$ cat config.mk
export PLATFORM = sky130hd
export DESIGN_NAME = dmem_arbiter
export DESIGN_NICKNAME = d
export VERILOG_FILES = /design/src/rtl/dmem_arbiter.sv
export SDC_FILE = /design/constraint.sdc
export NUM_CORES = 1
export LEC_CHECK = 0
export BUFFER_PORTS_ARGS = -buffer_cell sky130_fd_sc_hd__buf_2
export CAP_MARGIN = 20
export CORE_AREA = 2 2 121 123
export CTS_BUF_LIST = sky130_fd_sc_hd__clkbuf_8 sky130_fd_sc_hd__clkbuf_16
export DETAILED_ROUTE_END_ITERATION = 8
export DIE_AREA = 0 0 123 125
export PLACE_DENSITY = 0.41
export SKIP_CTS_REPAIR_TIMING = 1
export SLEW_MARGIN = 20
export SYNTH_ARGS = -nofsm -noshare
export SYNTH_HDL_FRONTEND = slang
export SYNTH_SLANG_ARGS = --single-unit
$ cat constraint.sdc
create_clock -name clk -period 3 [get_ports clk]
set_input_delay 0.3 -clock clk [delete_from_list [all_inputs] [get_ports clk]]
set_output_delay 0.3 -clock clk [all_outputs]
set_load 0.01 [all_outputs]
$ cat src/rtl/dmem_arbiter.sv
// dmem_arbiter: shares the single-port data SRAM between the pipeline
// load/store path (priority) and an auxiliary debug/DMA master. A starvation
// counter forces short aux bursts and stalls the CPU while they run.
// Optional macro DMEM_ARB_PERF_EN adds conflict/stall performance counters.
module dmem_arbiter #(
  parameter int unsigned MAX_WAIT  = 4,
  parameter int unsigned BURST_LEN = 2
) (
  input  logic        clk,
  input  logic        rst,
  input  logic        cpu_en,
  input  logic [3:0]  cpu_wen,
  input  logic [31:0] cpu_addr,
  input  logic [31:0] cpu_wdata,
  output logic [31:0] cpu_rdata,
  output logic        stallreq_dmem,
  input  logic        aux_req,
  input  logic [3:0]  aux_wen,
  input  logic [31:0] aux_addr,
  input  logic [31:0] aux_wdata,
  output logic        aux_gnt,
  output logic        aux_rvalid,
  output logic [31:0] aux_rdata,
  output logic        data_sram_en,
  output logic [3:0]  data_sram_wen,
  output logic [31:0] data_sram_addr,
  output logic [31:0] data_sram_wdata,
  input  logic [31:0] data_sram_rdata
`ifdef DMEM_ARB_PERF_EN
  ,
  output logic [31:0] perf_conflict_cnt,
  output logic [31:0] perf_stall_cnt
`endif
);

  localparam int unsigned WAIT_W  = $clog2(MAX_WAIT + 1);
  localparam int unsigned BURST_W = $clog2(BURST_LEN + 1);
  localparam logic [WAIT_W-1:0]  WAIT_SAT   = WAIT_W'(MAX_WAIT);
  localparam logic [WAIT_W-1:0]  WAIT_TRIG  = WAIT_W'(MAX_WAIT - 1);
  localparam logic [BURST_W-1:0] BURST_LAST = BURST_W'(BURST_LEN - 1);

  typedef enum logic {S_CPU, S_AUX} state_t;
  typedef enum logic {OWN_CPU, OWN_AUX} owner_t;

  state_t              state_q, state_d;
  logic [WAIT_W-1:0]   wait_cnt_q, wait_cnt_d;
  logic [BURST_W-1:0]  burst_cnt_q, burst_cnt_d;
  owner_t              last_owner_q, last_owner_d;
  logic                aux_pending_rd_q, aux_pending_rd_d;

  logic                sel_cpu;
  logic                sel_aux;

  // Arbitration: forced aux burst in S_AUX, otherwise CPU-priority with starvation tracking
  always_comb begin
    state_d       = state_q;
    wait_cnt_d    = wait_cnt_q;
    burst_cnt_d   = burst_cnt_q;
    sel_cpu       = 1'b0;
    sel_aux       = 1'b0;
    aux_gnt       = 1'b0;
    stallreq_dmem = 1'b0;
    if (state_q == S_AUX && aux_req) begin
      sel_aux       = 1'b1;
      aux_gnt       = 1'b1;
      stallreq_dmem = cpu_en;
      if (burst_cnt_q == BURST_LAST) begin
        state_d     = S_CPU;
        burst_cnt_d = '0;
        wait_cnt_d  = '0;
      end else begin
        burst_cnt_d = burst_cnt_q + BURST_W'(1);
      end
    end else begin
      // An S_AUX cycle without aux_req falls back to normal arbitration.
      state_d     = S_CPU;
      burst_cnt_d = '0;
      if (cpu_en) begin
        sel_cpu = 1'b1;
        if (aux_req) begin
          if (wait_cnt_q != WAIT_SAT) begin
            wait_cnt_d = wait_cnt_q + WAIT_W'(1);
          end
          if (wait_cnt_q == WAIT_TRIG) begin
            state_d = S_AUX;
          end
        end else begin
          wait_cnt_d = '0;
        end
      end else begin
        wait_cnt_d = '0;
        if (aux_req) begin
          sel_aux = 1'b1;
          aux_gnt = 1'b1;
        end
      end
    end
  end

  // SRAM port mux and read-return bookkeeping
  always_comb begin
    data_sram_en     = 1'b0;
    data_sram_wen    = '0;
    data_sram_addr   = '0;
    data_sram_wdata  = '0;
    last_owner_d     = last_owner_q;
    aux_pending_rd_d = 1'b0;
    if (sel_cpu) begin
      data_sram_en    = 1'b1;
      data_sram_wen   = cpu_wen;
      data_sram_addr  = cpu_addr;
      data_sram_wdata = cpu_wdata;
      last_owner_d    = OWN_CPU;
    end else if (sel_aux) begin
      data_sram_en     = 1'b1;
      data_sram_wen    = aux_wen;
      data_sram_addr   = aux_addr;
      data_sram_wdata  = aux_wdata;
      last_owner_d     = OWN_AUX;
      aux_pending_rd_d = (aux_wen == 4'b0000);
    end
  end

  // Read data steering one cycle after issue
  always_comb begin
    aux_rvalid = aux_pending_rd_q;
    aux_rdata  = aux_pending_rd_q ? data_sram_rdata : '0;
    cpu_rdata  = (last_owner_q == OWN_CPU) ? data_sram_rdata : '0;
  end

  // State registers
  always_ff @(posedge clk) begin
    if (rst) begin
      state_q          <= S_CPU;
      wait_cnt_q       <= '0;
      burst_cnt_q      <= '0;
      last_owner_q     <= OWN_CPU;
      aux_pending_rd_q <= 1'b0;
    end else begin
      state_q          <= state_d;
      wait_cnt_q       <= wait_cnt_d;
      burst_cnt_q      <= burst_cnt_d;
      last_owner_q     <= last_owner_d;
      aux_pending_rd_q <= aux_pending_rd_d;
    end
  end

`ifdef DMEM_ARB_PERF_EN
  logic [31:0] conflict_cnt_q, conflict_cnt_d;
  logic [31:0] stall_cnt_q, stall_cnt_d;

  // Wrap-around performance counters
  always_comb begin
    conflict_cnt_d = conflict_cnt_q;
    stall_cnt_d    = stall_cnt_q;
    if (cpu_en && aux_req) begin
      conflict_cnt_d = conflict_cnt_q + 32'd1;
    end
    if (stallreq_dmem) begin
      stall_cnt_d = stall_cnt_q + 32'd1;
    end
  end

  // Performance counter registers
  always_ff @(posedge clk) begin
    if (rst) begin
      conflict_cnt_q <= '0;
      stall_cnt_q    <= '0;
    end else begin
      conflict_cnt_q <= conflict_cnt_d;
      stall_cnt_q    <= stall_cnt_d;
    end
  end

  assign perf_conflict_cnt = conflict_cnt_q;
  assign perf_stall_cnt    = stall_cnt_q;
`endif

endmodule

* After elaboration in Yosys (flattened, before gate mapping)
Index checks and enable logic that the tools add are counted.
** Word-level totals
- Register bits after elaboration :: 8
- Word-level logic and storage cells :: 46
- Input port bits :: 172
** Cells by class
- Bitwise logic cells :: 2
- Reduce and logical (&&, ||, !) cells :: 6
- Equality and inequality tests :: 5
- Multiplexer cells :: 26
- Add/subtract/negate cells :: 2
** Operator list (number)
- two-way mux 32 bit :: 6
- two-way mux 3 bit :: 5
- two-way mux 1 bit :: 13
- two-way mux 4 bit :: 2
- OR reduction 3 bit :: 2
- logical NOT 4 bit :: 1
- inequality test 4 x 2 -> 1 bit (second input constant) :: 1
- adder 3 x 1 -> 3 bit (second input constant) :: 1
- == test 3 x 2 -> 1 bit (second input constant) :: 1
- inequality test 3 bit (second input constant) :: 1
- adder 2 x 1 -> 2 bit (second input constant) :: 1
- == test 2 x 1 -> 1 bit (second input constant) :: 1
- inequality test 2 x 1 -> 1 bit (second input constant) :: 1
- inverter 1 bit :: 2
- AND reduction 2 bit :: 1
- OR reduction 2 bit :: 1
- logical AND 1 bit :: 1

* Logic depth before layout (Yosys ltp)
Gate-level depths: netlist of run 1.
- Word-level depth :: 5
- Mapped depth :: 6
- Gate-level depth less buffers :: 5

* Least setup slack after synthesis of run 1
No wires, ideal clock.
- Path type :: reg2out
- Start :: reg state_q
- End :: out data_sram_addr[10]
- Slack :: 1.524 ns
- Stages on the path, launching flop included :: 7
- Arrival :: 1.176 ns
- Cell sequence :: dfxtp_1 > nand2b_1 > nand2_2 > inv_2 > buf_4 > buf_6 > a22o_1
** Between the ends
- Cells in the longest elaborated chain, start to end :: 4
** RTL lines
- start, declared :: RTL line 45 : state_t state_q, state_d;
- start signal, assigned :: RTL line 140 : state_q <= state_d;
- logical AND 1 bit * :: RTL line 63 : if (state_q == S_AUX && aux_req) begin
- two-way mux 1 bit :: RTL line 63
- two-way mux 32 bit :: RTL line 114 : end else if (sel_aux) begin
- two-way mux 32 bit * :: RTL line 108 : if (sel_cpu) begin
- end, declared :: RTL line 26 : output logic [31:0] data_sram_addr,
Every way passes the cells marked *; elsewhere a longest branch is shown, timed or not.

* Worst setup path in the final report of run 1
- Start :: reg state_q
- End :: out data_sram_addr[28]
Same word-level chain as after synthesis.

==> results of run 1 <==
cell usage in the layout (no fill, tap or decap), types with 2 or more instances in the layout:
| cell type | synthesis | routed |
|---|---|---|
| a22o_1 | 68 | 68 |
| and2_1 | 33 | 33 |
| buf_2 | 6 | 307 |
| clkbuf_16 | 0 | 3 |
| dfxtp_1 | 8 | 8 |
| ha_1 | 4 | 4 |
| inv_1 | 5 | 5 |
| nand2_1 | 3 | 3 |
| nand2_2 | 2 | 2 |
| nand2b_1 | 3 | 3 |
| nor2b_1 | 33 | 33 |
| nor4_1 | 2 | 2 |
final cells by class:
type	instances	area (um^2)
well taps	184	230
repair buffers	309	1560
clock buffers	3	75.1
diodes	1	2.50
inverters	6	22.5
fillers	1598	10900
multi-input cells	162	1220
flip-flops and latches	8	160
power groups by stage:
stage | sequential, uW | clock [uW] | combinational (uW)
after floorplan | 112 | 0 | 191
after global placement | 111 | 0 | 420
after detailed placement | 112 | 0 | 418
after CTS | 110 | 225 | 420
after global routing | 110 | 232 | 454
final | 110 | 220 | 417
kinds of logic (layout without fill, tap and decap cells):
| family | count (synthesis) | in the layout | share of synthesized area |
|---|---|---|---|
| compound gates | 72 | 72 | 0.409 |
| fa+ha+maj | 4 | 4 | 0.0327 |
| buf+inv | 27 | 318 | 0.0982 |
| flops | 8 | 8 | 0.105 |
| mux | 1 | 1 | 0.00655 |
| other cells | 0 | 1 | 0 |
| simple gates | 85 | 85 | 0.349 |
how the worst max path moves through the flow:
| stage | endpoint | slack [ps] |
|---|---|---|
| floorplan | data_sram_addr[10] | 1520 |
| global placement | data_sram_addr[28] | 1160 |
| detailed placement | data_sram_addr[28] | 1140 |
| CTS | data_sram_addr[28] | 980 |
| global route | data_sram_addr[28] | 840 |
| finish | data_sram_addr[28] | 960 |
per-layer routing:
layer / global-route usage / wire length (um) / up-vias
met5: 0 / 13 / -
met4: 0.0160 / 33 / 2
met3: 0.0137 / 860 / 4
met2: 0.194 / 4650 / 191
met1: 0.113 / 3330 / 1214
li1: - / - / 1313
through the flow:
step | power, uW | hold WS, ps | setup slack, ps | util | cells
CTS | 755 | 290 | 982 | 0.230 | 672
detailed placement | 530 | 420 | 1140 | 0.225 | 669
global route | 796 | 289 | 840 | 0.230 | 672
finish | 747 | 273 | 956 | 0.230 | 673
floorplan | 303 | 369 | 1520 | - | 197
global placement | 531 | 414 | 1160 | 0.225 | 669
flip-flops by register name, indices dropped and copies added, names as in the netlist:
register	flops
wait_cnt_q	3
aux_rvalid	1
state_q	1
burst_cnt_q	2
last_owner_q	1
==> results.md, run 1 <==
- Die ar.: 0.0154 mm^2
- Cell family with most CP delay: simple AND/OR/NAND/NOR gates
- Buffer and inverter count on the worst path: 1
- Setup Skew: 0.559 ps
- Top FF cell, synth: dfxtp_1
- Most frequent cells after synthesis: a22o_1 (68), and2_1 (33), nor2b_1 (33)
- Die Wd: 123 um
- Worst EP required: 2700 ps
- Drt pass-1 iters: 4
- Hold_sp: aux_wen[3]
- Final Cell Area: 0.00327 mm^2
- Layout Nets: 666
- Initial Util: 0.108
- Final Max Tran Viols: 0
- Fin crit share: 0.681
- Critical path's slowest cell: and2_4
- Boundary Pins: 308
- Max incr delay on CP: 580 ps
- Mapped cell area: 0.00153 mm^2
- Cell taking the most area after synthesis: a22o_1
- Clk Latency, worst-skew pair: 230 ps
- Worst Path Class, Setup: reg2out
- Switching share of total power: 0.335
- Outcome: finished, final reports clean
- Net Sw Power: 250 uW
- Synth area leaders: a22o_1 (39%), and2_1 (14%), nor2b_1 (14%), dfxtp_1 (10%), buf_6 (3.7%)
- Final WL: 8.89 mm
- Critical path endpoint category: primary output
- Final GP Congestion: 0.934
- Post-synthesis cell count: 197
- Leak: 0.00199 uW
- HPWL after DPL: 7.61 mm
- Root buf cell: clkbuf_16
- Layout cells sized above 1: 0.654
- Yosys warning count: 0
- Logic pwr share: 0.558
- Final min period: 2040 ps
- Worst r2r dst: wait_cnt_q[0]
- Crit-path max FO: 68
- Worst vdd ir: 134 uV
- CP startpoint kind: flop
- Reg2reg path depth: 4
- Fmax: 489 MHz
- Maxcap violations: 0
- Worst R2R Setup Slack: 1770 ps
- FFs w/ async S/R, synth: 0
- Worst Hold Path EP: aux_rvalid
- CTS Sinks: 8
- Mean Syn Cell Area: 7.76 um^2
- Post-synth EDFFs: 0
- Synth-to-Final Area Change: 114%
- Cell area power density: 228 mW/mm^2
- Initial antenna violation count: 1
- 1st-iter DRT viols: 164
- Seq cells post-synth: 8
- Vias per cell: 4.05
- Largest net degree at the start of global routing: 70
- Share of power burned in registers: 0.147
- Grt ovf: 0
- DRC: 0
- Rel. slew slack: 0.420
- Sequential fraction of the synthesis area: 0.105
- Unrepaired setup endpoints after global routing: false
- Final Hold Viols: 0
- Reg clk slew, reported paths: 40 ps
- Cell chain of the critical path: nand2_2, and2_4, a22o_1, buf_2
- Crit. Startpoint: state_q
- Clock buffer depth: 2
- WP depth: 4
- Post-synth top area share: 0.390
- Routed via count: 2,724
- Post-synthesis net count: 373
- Rows: 44
- First-pass GRT wire length: 11.9 mm
- Floorplan Core Area: 0.0142 mm^2
- TritonCTS clock tree: done
- Hold depth: 2
- Vias in the first global route: 2,334
- Die height: 125 um
- Internal: 496 uW
- HP Class: in2reg
- Clock power frac: 0.295
- FF-to-FF Start: burst_cnt_q[0]
- Routed len/inst: 13.2 um
- Count leader, synth: a22o_1
- Setup violators final: 0
- Total CTS buffers: 3
- Least-Margin Pin Slew: 869 ps
- H-tree lvl count: 1
- Critical path arrival: 1740 ps
- Port bufs: 307
- Unique cell type count in the Yosys netlist: 29
- Setup TNS: 0 ps
- Total GRT Usage: 0.0994
- Antenna-violating nets left: 0
- Area after DPL: 0.00320 mm^2
Note: power is estimated with default switching activity, not from simulation.
==> run 2: changes to the inputs <==
- CORE_AREA: 2 2 121 123 -> 2 2 120 122
- DIE_AREA: 0 0 123 125 -> 0 0 122 124
- PLACE_DENSITY: 0.41 -> 0.43
- clock period: 3 -> 1.7 ns (I/O delays scaled with it)
==> results.md, run 2 (same netlist as run 1, synthesis figures left out) <==
- Final non-filler cell total: 675 (+0.30%)
- Initial Util: 0.111 (+0.00380)
- CP startpoint kind: flop
- Outcome: finished, final reports clean
- Setup Skew: 1.67 ps (+1.11 ps)
- Synth-to-Final Area Change: 124%
- Placed insts: 666 (-0.45%)
- HP Class: in2reg
- Final Hold Viols: 0 (unchanged)
- Port bufs: 307 (unchanged)
- Biggest register: wait_cnt_q
- Final WL: 10.5 mm (+18%)
- TritonCTS clock tree: done
- Critical path arrival: 1500 ps (-240 ps)
- Routing usage on met3: 0.0151 (+0.00142)
- Routed len/inst: 15.6 um (+18%)
- Critical path's slowest cell: dfxtp_2
- Total GRT Usage: 0.0980 (-0.00145)
- Reg clk slew, reported paths: 40 ps (about the same)
- Least-Margin Pin Slew: 413 ps (-455 ps)
- DRC: 0 (unchanged)
- Area after DPL: 0.00320 mm^2 (about the same)
- Vias per cell: 4.10 (+1.3%)
- Layout Nets: 673 (+1.1%)
- Boundary Pins: 308 (unchanged)
- Worst vdd ir: 320 uV (+140%)
- Drt pass-1 iters: 4 (unchanged)
- Antenna-violating nets left: 0 (unchanged)
- First-pass GRT wire length: 11.8 mm (-0.93%)
- Clk Latency, worst-skew pair: 230 ps (about the same)
- 1st-iter DRT viols: 123 (-25%)
- Buffer and inverter count on the worst path: 3 (+2)
- Cell chain of the critical path: nand2b_4, nand2_4, inv_6, clkbuf_16, a22o_4, buf_2
- HPWL after DPL: 7.86 mm (+3.4%)
- Initial antenna violation count: 0 (-1)
- Critical path endpoint category: primary output
- Fmax: 598 MHz
- Largest register FFs: 3 (unchanged)
- Global routing's busiest layer: met2
- Die ar.: 0.0151 mm^2 (-1.6%)
- Rel. slew slack: 0.724 (+0.304)
- Die Wd: 122 um (-0.81%)
- Largest net degree at the start of global routing: 70 (unchanged)
- WP depth: 6 (+2)
- Rows: 43 (-2.3%)
- Clock buffer depth: 2 (unchanged)
- Fin crit share: 0.983
- Crit-path max FO: 9 (-87%)
- Max incr delay on CP: 350 ps (-230 ps)
- Commonest cells after routing, fill and taps aside: buf_2 (307), a22o_1 (66), nor2b_1 (33), and2_1 (33), dfxtp_1 (7)
- Cell area power density: 406 mW/mm^2 (+78%)
- Layout cells sized above 1: 0.667 (+0.0130)
- Cell family with most CP delay: buffers and inverters
- Die height: 124 um (-0.80%)
- Maxcap violations: 0 (unchanged)
- Root buf cell: clkbuf_16
- Final Cell Area: 0.00342 mm^2 (+4.5%)
- CTS Sinks: 8 (unchanged)
- Floorplan Core Area: 0.0137 mm^2 (-3.4%)
- Total CTS buffers: 3 (unchanged)
- Setup violators final: 0 (unchanged)
- Hold depth: 2 (unchanged)
- Worst Path Class, Setup: reg2out
- Unrepaired setup endpoints after global routing: true
- Reg2reg path depth: 5 (+1)
- Routed via count: 2,768 (+1.6%)
- Final Max Tran Viols: 0 (unchanged)
- Final GP Congestion: 0.792 (-15%)
- Grt ovf: 0 (unchanged)
- Met1 Track Usage GR: 0.123 (+0.00957)
- Worst EP required: 1530 ps (-1170 ps)
- M2 GR Usage: 0.181 (-0.0138)
- Final min period: 1670 ps
- Top flop regs: wait_cnt_q x3, burst_cnt_q x2
- Vias in the first global route: 2,330 (-0.17%)
- Most common cell after layout, fill and taps aside: buf_2
- Leak: 0.00207 uW (+3.8%)
- Ant. Diodes: 0 (-1)
- H-tree lvl count: 1 (unchanged)
-- run 2: cell types whose count changed in the layout (fill, tap and decap cells not counted), sizes merged --
cell,previous run,this run
and2,34,36
clkbuf,3,6
buf,309,311
diode,1,0
-- run 2: routing by layer --
| layer | up-vias | part of all wire |
|---|---|---|
| li1 | 1329 | - |
| met1 | 1277 | 0.41 |
| met2 | 157 | 0.51 |
| met3 | 5 | 0.079 |
| met4 | 0 | 0.0038 |
| met5 | - | 0 |
-- run 2: final cells by class --
cell class                 instances  area (um^2)
fill                            1522        10300
timing repair buffer             314         1660
multi-input combinational        164         1270
tap                              180          225
sequential                         8          161
clock buffer                       3         75.1
inverter                           6         27.5
-- run 2: through the flow --
stage	util	total power (uW)	setup TNS [ps]	worst slack, ps	hold slack, ps
2_1_floorplan	-	534	0	354	239
3_3_place_gp	0.233	940	0	30.3	415
3_5_place_dp	0.233	942	-18.3	-17.9	422
4_1_cts	0.239	1350	-11810	-275	181
5_1_grt	0.249	1480	-42.0	-15.7	183
6_report	0.249	1390	0	28.2	154
-- run 2: worst paths after layout --
path	start	to	slack, ps
max reg2reg	burst_cnt_q[1]	wait_cnt_q[0]	460
min reg2reg	burst_cnt_q[0]	burst_cnt_q[0]	430
max	state_q	data_sram_addr[28]	30
min	aux_wen[3]	aux_rvalid	150
-- run 2: worst register-to-register path, stage by stage, from the launching register on --
cell	delay, ps
dfxtp_1	300
inv_1	40
ha_1	200
nand2b_1	200
and4_1	200
a31o_2	210
-- run 2: power breakdown --
| group | internal [uW] | switching, uW | total (uW) |
|---|---|---|---|
| Sequential | 191 | 1.23 | 193 |
| Combinational | 409 | 386 | 796 |
| Clock | 304 | 97.0 | 401 |
